==> src/rtl/out_uart_tx.sv <==
// CPU OUT port: captures bus on c_oi into a small FIFO and shifts each byte out as
// an async serial frame on tx (8N1; 8E1 when OUT_PARITY_EN is defined).
module out_uart_tx #(
   parameter int CLKS_PER_BIT = 4,
   parameter int DEPTH        = 4
) (
   input  logic                   clk,
   input  logic                   reset,
   input  logic [7:0]             bus,
   input  logic                   c_oi,
   output logic                   tx,
   output logic                   full,
   output logic                   empty,
   output logic                   busy,
   output logic                   overflow,
   output logic [$clog2(DEPTH):0] count
);

   localparam int AW = $clog2(DEPTH);
   localparam int CW = AW + 1;
   localparam int BW = $clog2(CLKS_PER_BIT);

   // state  | meaning
   // IDLE   | line high, waiting for FIFO data
   // START  | start bit (low)
   // DATA   | eight data bits, LSB first
   // PARITY | even parity bit (OUT_PARITY_EN builds only)
   // STOP   | stop bit (high); may chain straight into the next START
   typedef enum logic [2:0] {
      IDLE   = 3'd0,
      START  = 3'd1,
      DATA   = 3'd2,
`ifdef OUT_PARITY_EN
      PARITY = 3'd3,
`endif
      STOP   = 3'd4
   } state_t;

   logic [7:0]    mem_q [DEPTH];
   logic [AW-1:0] wr_ptr_q, wr_ptr_d;
   logic [AW-1:0] rd_ptr_q, rd_ptr_d;
   logic [CW-1:0] count_q, count_d;
   logic          overflow_q, overflow_d;
   logic          wr_en, pop;

   state_t        state_q, state_d;
   logic [BW-1:0] baud_q, baud_d;
   logic [2:0]    bit_q, bit_d;
   logic [7:0]    shift_q, shift_d;
   logic          tx_q, tx_d;
   logic          baud_last;
`ifdef OUT_PARITY_EN
   logic          parity_q, parity_d;
`endif

   assign full      = (count_q == CW'(DEPTH));
   assign empty     = (count_q == '0);
   assign wr_en     = c_oi && !full;
   assign baud_last = (baud_q == BW'(CLKS_PER_BIT - 1));

   always_comb begin
      wr_ptr_d   = wr_ptr_q;
      rd_ptr_d   = rd_ptr_q;
      count_d    = count_q;
      overflow_d = overflow_q | (c_oi & full);
      if (wr_en) wr_ptr_d = wr_ptr_q + AW'(1);
      if (pop)   rd_ptr_d = rd_ptr_q + AW'(1);
      case ({wr_en, pop})
         2'b10:   count_d = count_q + CW'(1);
         2'b01:   count_d = count_q - CW'(1);
         default: count_d = count_q;
      endcase
   end

   // Storage has no reset; clearing the pointers and count discards the contents.
   always_ff @(posedge clk) begin
      if (wr_en) mem_q[wr_ptr_q] <= bus;
   end

   always_comb begin
      state_d  = state_q;
      baud_d   = baud_q + BW'(1);
      bit_d    = bit_q;
      shift_d  = shift_q;
      pop      = 1'b0;
`ifdef OUT_PARITY_EN
      parity_d = parity_q;
`endif
      case (state_q)
         IDLE: begin
            baud_d = '0;
            if (!empty) begin
               pop      = 1'b1;
               shift_d  = mem_q[rd_ptr_q];
`ifdef OUT_PARITY_EN
               parity_d = ^mem_q[rd_ptr_q];
`endif
               state_d  = START;
            end
         end
         START: begin
            if (baud_last) begin
               baud_d  = '0;
               bit_d   = '0;
               state_d = DATA;
            end
         end
         DATA: begin
            if (baud_last) begin
               baud_d = '0;
               if (bit_q == 3'd7) begin
`ifdef OUT_PARITY_EN
                  state_d = PARITY;
`else
                  state_d = STOP;
`endif
               end else begin
                  bit_d   = bit_q + 3'd1;
                  shift_d = {1'b0, shift_q[7:1]};
               end
            end
         end
`ifdef OUT_PARITY_EN
         PARITY: begin
            if (baud_last) begin
               baud_d  = '0;
               state_d = STOP;
            end
         end
`endif
         STOP: begin
            if (baud_last) begin
               baud_d = '0;
               if (!empty) begin
                  pop      = 1'b1;
                  shift_d  = mem_q[rd_ptr_q];
`ifdef OUT_PARITY_EN
                  parity_d = ^mem_q[rd_ptr_q];
`endif
                  state_d  = START;
               end else begin
                  state_d = IDLE;
               end
            end
         end
         default: begin
            baud_d  = '0;
            state_d = IDLE;
         end
      endcase
   end

   // tx is registered from the next state so the line changes on the same edge as the FSM.
   always_comb begin
      tx_d = 1'b1;
      case (state_d)
         START:   tx_d = 1'b0;
         DATA:    tx_d = shift_d[0];
`ifdef OUT_PARITY_EN
         PARITY:  tx_d = parity_d;
`endif
         default: tx_d = 1'b1;
      endcase
   end

   always_ff @(posedge clk or posedge reset) begin
      if (reset) begin
         wr_ptr_q   <= '0;
         rd_ptr_q   <= '0;
         count_q    <= '0;
         overflow_q <= 1'b0;
         state_q    <= IDLE;
         baud_q     <= '0;
         bit_q      <= '0;
         shift_q    <= '0;
         tx_q       <= 1'b1;
`ifdef OUT_PARITY_EN
         parity_q   <= 1'b0;
`endif
      end else begin
         wr_ptr_q   <= wr_ptr_d;
         rd_ptr_q   <= rd_ptr_d;
         count_q    <= count_d;
         overflow_q <= overflow_d;
         state_q    <= state_d;
         baud_q     <= baud_d;
         bit_q      <= bit_d;
         shift_q    <= shift_d;
         tx_q       <= tx_d;
`ifdef OUT_PARITY_EN
         parity_q   <= parity_d;
`endif
      end
   end

   assign tx       = tx_q;
   assign busy     = (state_q != IDLE);
   assign overflow = overflow_q;
   assign count    = count_q;

endmodule
==> config.mk <==
export PLATFORM = sky130hd
export DESIGN_NAME = out_uart_tx
export DESIGN_NICKNAME = d
export VERILOG_FILES = /design/src/rtl/out_uart_tx.sv
export SDC_FILE = /design/constraint.sdc
export NUM_CORES = 1
export LEC_CHECK = 0
export ABC_AREA = 1
export CORE_MARGIN = 5
export CORE_UTILIZATION = 56
export DETAILED_ROUTE_END_ITERATION = 12
export GPL_TIMING_DRIVEN = 0
export PLACE_DENSITY = 0.77
export SYNTH_ARGS = -nofsm -noshare
export SYNTH_HDL_FRONTEND = slang
export SYNTH_SLANG_ARGS = --single-unit
export TNS_END_PERCENT = 20
==> constraint.sdc <==
create_clock -name clk -period 5.7 [get_ports clk]
set_clock_uncertainty 0.2 [all_clocks]
set_input_delay 1.14 -clock clk [delete_from_list [all_inputs] [get_ports clk]]
set_output_delay 1.14 -clock clk [all_outputs]
set_load 0.005 [all_outputs]
==> qor.csv, run 1 <==
stage,metric,value,unit
power_and_ir_drop,p_sw,0.619,mW
clock_network,clk_pin_slew,70,ps
global_routing,grt_max_degree,26,
clock_network,cts_resized,0,
clock_network,cts_num_sinks,57,
routing,vias_per_cell,5.23,
clock_network,hold_buffers,0,
yosys,synth.mux.area_fraction,0,%
global_routing,overflow,0,
sta,fmaxAchievable,326,MHz
global_routing,grt_pass1_wl,8310,um
routing,antenna_left,0,
yosys,netlist_area,0.00263,mm^2
clock_network,clockBufferDepth,2,
global_routing,antenna_found_initial,0,
die,fp-row-count,25,
critical_path,rrSetupSlack,3270,ps
sta,finalSetupViolCount,0,
global_routing,met2_usage,27.9,%
power_and_ir_drop,power.internal,1.07,mW
power_and_ir_drop,seqPwrFrac,38.0,%
die,core,0.00463,mm^2
global_routing,grt-busiest-layer,met2,
final_layout,diodes,0,
die,die-area,0.00617,mm^2
placed_design,place_area,0.00288,mm^2
routing,wl_per_cell,14.2,um
placed_design,place_hpwl,3330,um
final_layout,drive_gt1_share,14.7,%
critical_path,arrival,1730,ps
yosys,ys_types,28,
sta,max-slew-margin-rel,36.2,%
yosys,ys_ff_latch,57,
critical_path,worstPathMaxFanout,8,
yosys,synth_seq_area_share,60.3,%
power_and_ir_drop,ir_drop,0.262,mV
placed_design,io_buffer_count,18,
sta,final-hold-violation-count,0,
critical_path,crit_chain,nor2_2 > nand2_2 > inv_2 > clkdlybuf4s50_1,
sta,slew_violations,0,
final_layout,area_growth,18.1,%
critical_path,crit_slowest_cell,clkdlybuf4s50_1,
power_and_ir_drop,power,1.69,mW
yosys,synth-simple-area-share,25.2,%
clock_network,clockRootBuffer,clkbuf_8,
power_and_ir_drop,powerDensity,543,mW/mm^2
clock_network,cts_buffers,9,
critical_path,critPathRequiredTime,4360,ps
die,start_util,56.9,%
yosys,synthTopCellsByCount,"nand2_1 (76), nand3_1 (33), edfxtp_1 (32)",
yosys,syn_inst,259,
global_routing,use_met1,23.1,%
yosys,ys.flop_type,edfxtp_1,
min_path,hp-class,flip-flop to flip-flop,
sta,setup_ws,2630,ps
critical_path,rr_endpoint,count[2]$_DFFE_PP0P_,
sta,worst_pin_slew,956,ps
power_and_ir_drop,p_leak,1.38,nW
sta,tns,0,ps
critical_path,reg2reg_depth,11,
power_and_ir_drop,sw_frac_of_total,36.7,%
yosys,synth_xor_area_share,1.33,%
yosys,synth_nets,279,
run,drv_cap,0,
clock_network,post_cts_buffers,0,
yosys,synth_top_family_by_area,simple AND/OR/NAND/NOR gates,
yosys,synth-compound-area-share,3.61,%
min_path,min_path_cells,2,
yosys,synth_top_area_share,36.5,%
routing,drc,0,
placed_design,gp_congestion,0.818,
yosys,synth.avg_cell_area,10.2,um^2
clock_network,htree_num_levels,3,
power_and_ir_drop,comb_power_share,36.5,%
final_layout,final_core_util,67.2,%
yosys,yosys_warnings,0,
yosys,synth_edf_count,32,
die,chipHeight,78.6,um
final_layout,fin_area,0.00311,mm^2
critical_path,reg2reg_from,baud_q[0]$_DFF_PP0_,
global_routing,grt_usage,18.1,%
placed_design,pre_cts_ws,2500,ps
die,fp.dieW,78.6,um
routing,vias,1815,
routing,first_iter_violations,106,
min_path,hp-start,bit_q[1]$_DFFE_PP0P_,
yosys,synthAdderAreaFrac,4.56,%
yosys,synth_async_sr_flop_share,43.9,%
power_and_ir_drop,pwr-share-clk,25.5,%
die,io_pins,19,
min_path,hold_end,bit_q[1]$_DFFE_PP0P_,
final_layout,layout.nets,308,
yosys,netlist_top_cells_area,"edfxtp_1 (37%), dfrtp_1 (23%), nand2_1 (11%)",
sta,rsz0062_at_grt,false,
yosys,synth_most_common_cell,nand2_1,
critical_path,start_kind,flip-flop,
yosys,synth_top_cell_by_area,edfxtp_1,
global_routing,grt_pass1_vias,1757,
sta,finalCritPeriodShare,53.9,%
routing,first_pass_iters,4,
clock_network,cts_tree,yes,
status,status,finished clean,
critical_path,slowest_delay,530,ps
sta,fin_crit,3070,ps
critical_path,crit_type,flip-flop to output pin,
critical_path,cp-end-kind,output pin,
global_routing,use_met3,4.59,%
routing,wl,4940,um
clock_network,clk_latency,340,ps
layout by cell type, fill, tap and decap left out, types with 2 or more instances in the layout:
cell type	n
clkinv_2	2
o21ai_0	7
inv_1	21
clkbuf_8	11
nand2_4	2
a21oi_1	7
xor2_1	3
buf_2	4
nand3_1	33
nor2_2	5
inv_2	4
nand2_2	3
nand2_1	76
nand4_1	3
bufinv_16	2
ha_1	8
edfxtp_1	32
nor2_4	2
nor2_1	14
clkdlybuf4s50_1	18
dfrtp_1	24
worst max-delay path: cells and delay by family (launching register included):
kind | cells | cell delay [ps]
buf+inv | 2 | 680
flops | 1 | 410
simple gates | 2 | 310
how the worst max path moves through the flow:
stage	cells past startpoint	slack, ps	end	start
finish	4	2630	empty	count[1]$_DFFE_PP0P_
global placement	8	2540	count[2]$_DFFE_PP0P_	c_oi
floorplan	7	3100	count[2]$_DFFE_PP0P_	c_oi
detailed placement	8	2500	count[2]$_DFFE_PP0P_	c_oi
CTS	4	2600	empty	count[1]$_DFFE_PP0P_
global route	4	2520	empty	count[0]$_DFFE_PP0P_
per-layer routing:
metal,vias up,wire length (um)
met5,-,0
li1,910,-
met2,21,2380
met4,0,119
met3,10,152
met1,874,2290
logic make-up after synthesis:
group | count (synthesis)
AOI/OAI and AO/OA | 17
adders and majority gates | 9
xor gates and xnor gates | 4
buffers and inverters | 30
DFF | 57
and+or+nand+nor | 142
sequential cells by signal (all words and copies together), names as in the netlist:
name,cells
overflow,1
rd_ptr_q,2
mem_q,32
count,3
shift_q,8
bit_q,3
state_q,3
tx,1
wr_ptr_q,2
baud_q,2
layout make-up:
type / instances / area (um^2)
flip-flops and latches: 57 / 1590
plain buffers: 4 / 20.0
clock inverters: 5 / 77.6
repair buffers: 18 / 180
inverters: 26 / 111
multi-input cells: 172 / 913
well taps: 54 / 67.6
clock buffers: 11 / 151
fillers: 350 / 1520
metrics by stage:
step	hold WS (ps)	cells
floorplan	238	259
global placement	257	331
detailed placement	276	331
CTS	292	347
global route	307	347
finish	293	347
power by group through the flow:
| stage | clock (mW) | sequential [mW] | combinational (mW) |
|---|---|---|---|
| 6_report | 0.430 | 0.641 | 0.616 |
| 5_1_grt | 0.458 | 0.658 | 0.701 |
| 4_1_cts | 0.437 | 0.642 | 0.619 |
| 3_5_place_dp | 0 | 0.648 | 0.614 |
| 3_3_place_gp | 0 | 0.644 | 0.597 |
| 2_1_floorplan | 0 | 0.635 | 0.438 |
Power figures use the tool's default switching activity.
==> run 2: changes to the inputs <==
Clock period 5.7 ns to 3.01 ns, I/O delays scaled along.
==> results of run 2 <==
Same layout as run 1 (identical final DEF). Status: finished clean.
Among the figures that moved: setup slack after placement 2500 ps -> 344 ps; setup slack after layout 2630 ps -> 476 ps; register-to-register setup slack 3270 ps -> 580 ps; total power 1.69 mW -> 3.20 mW; worst IR drop on VDD 0.262 mV -> 0.497 mV
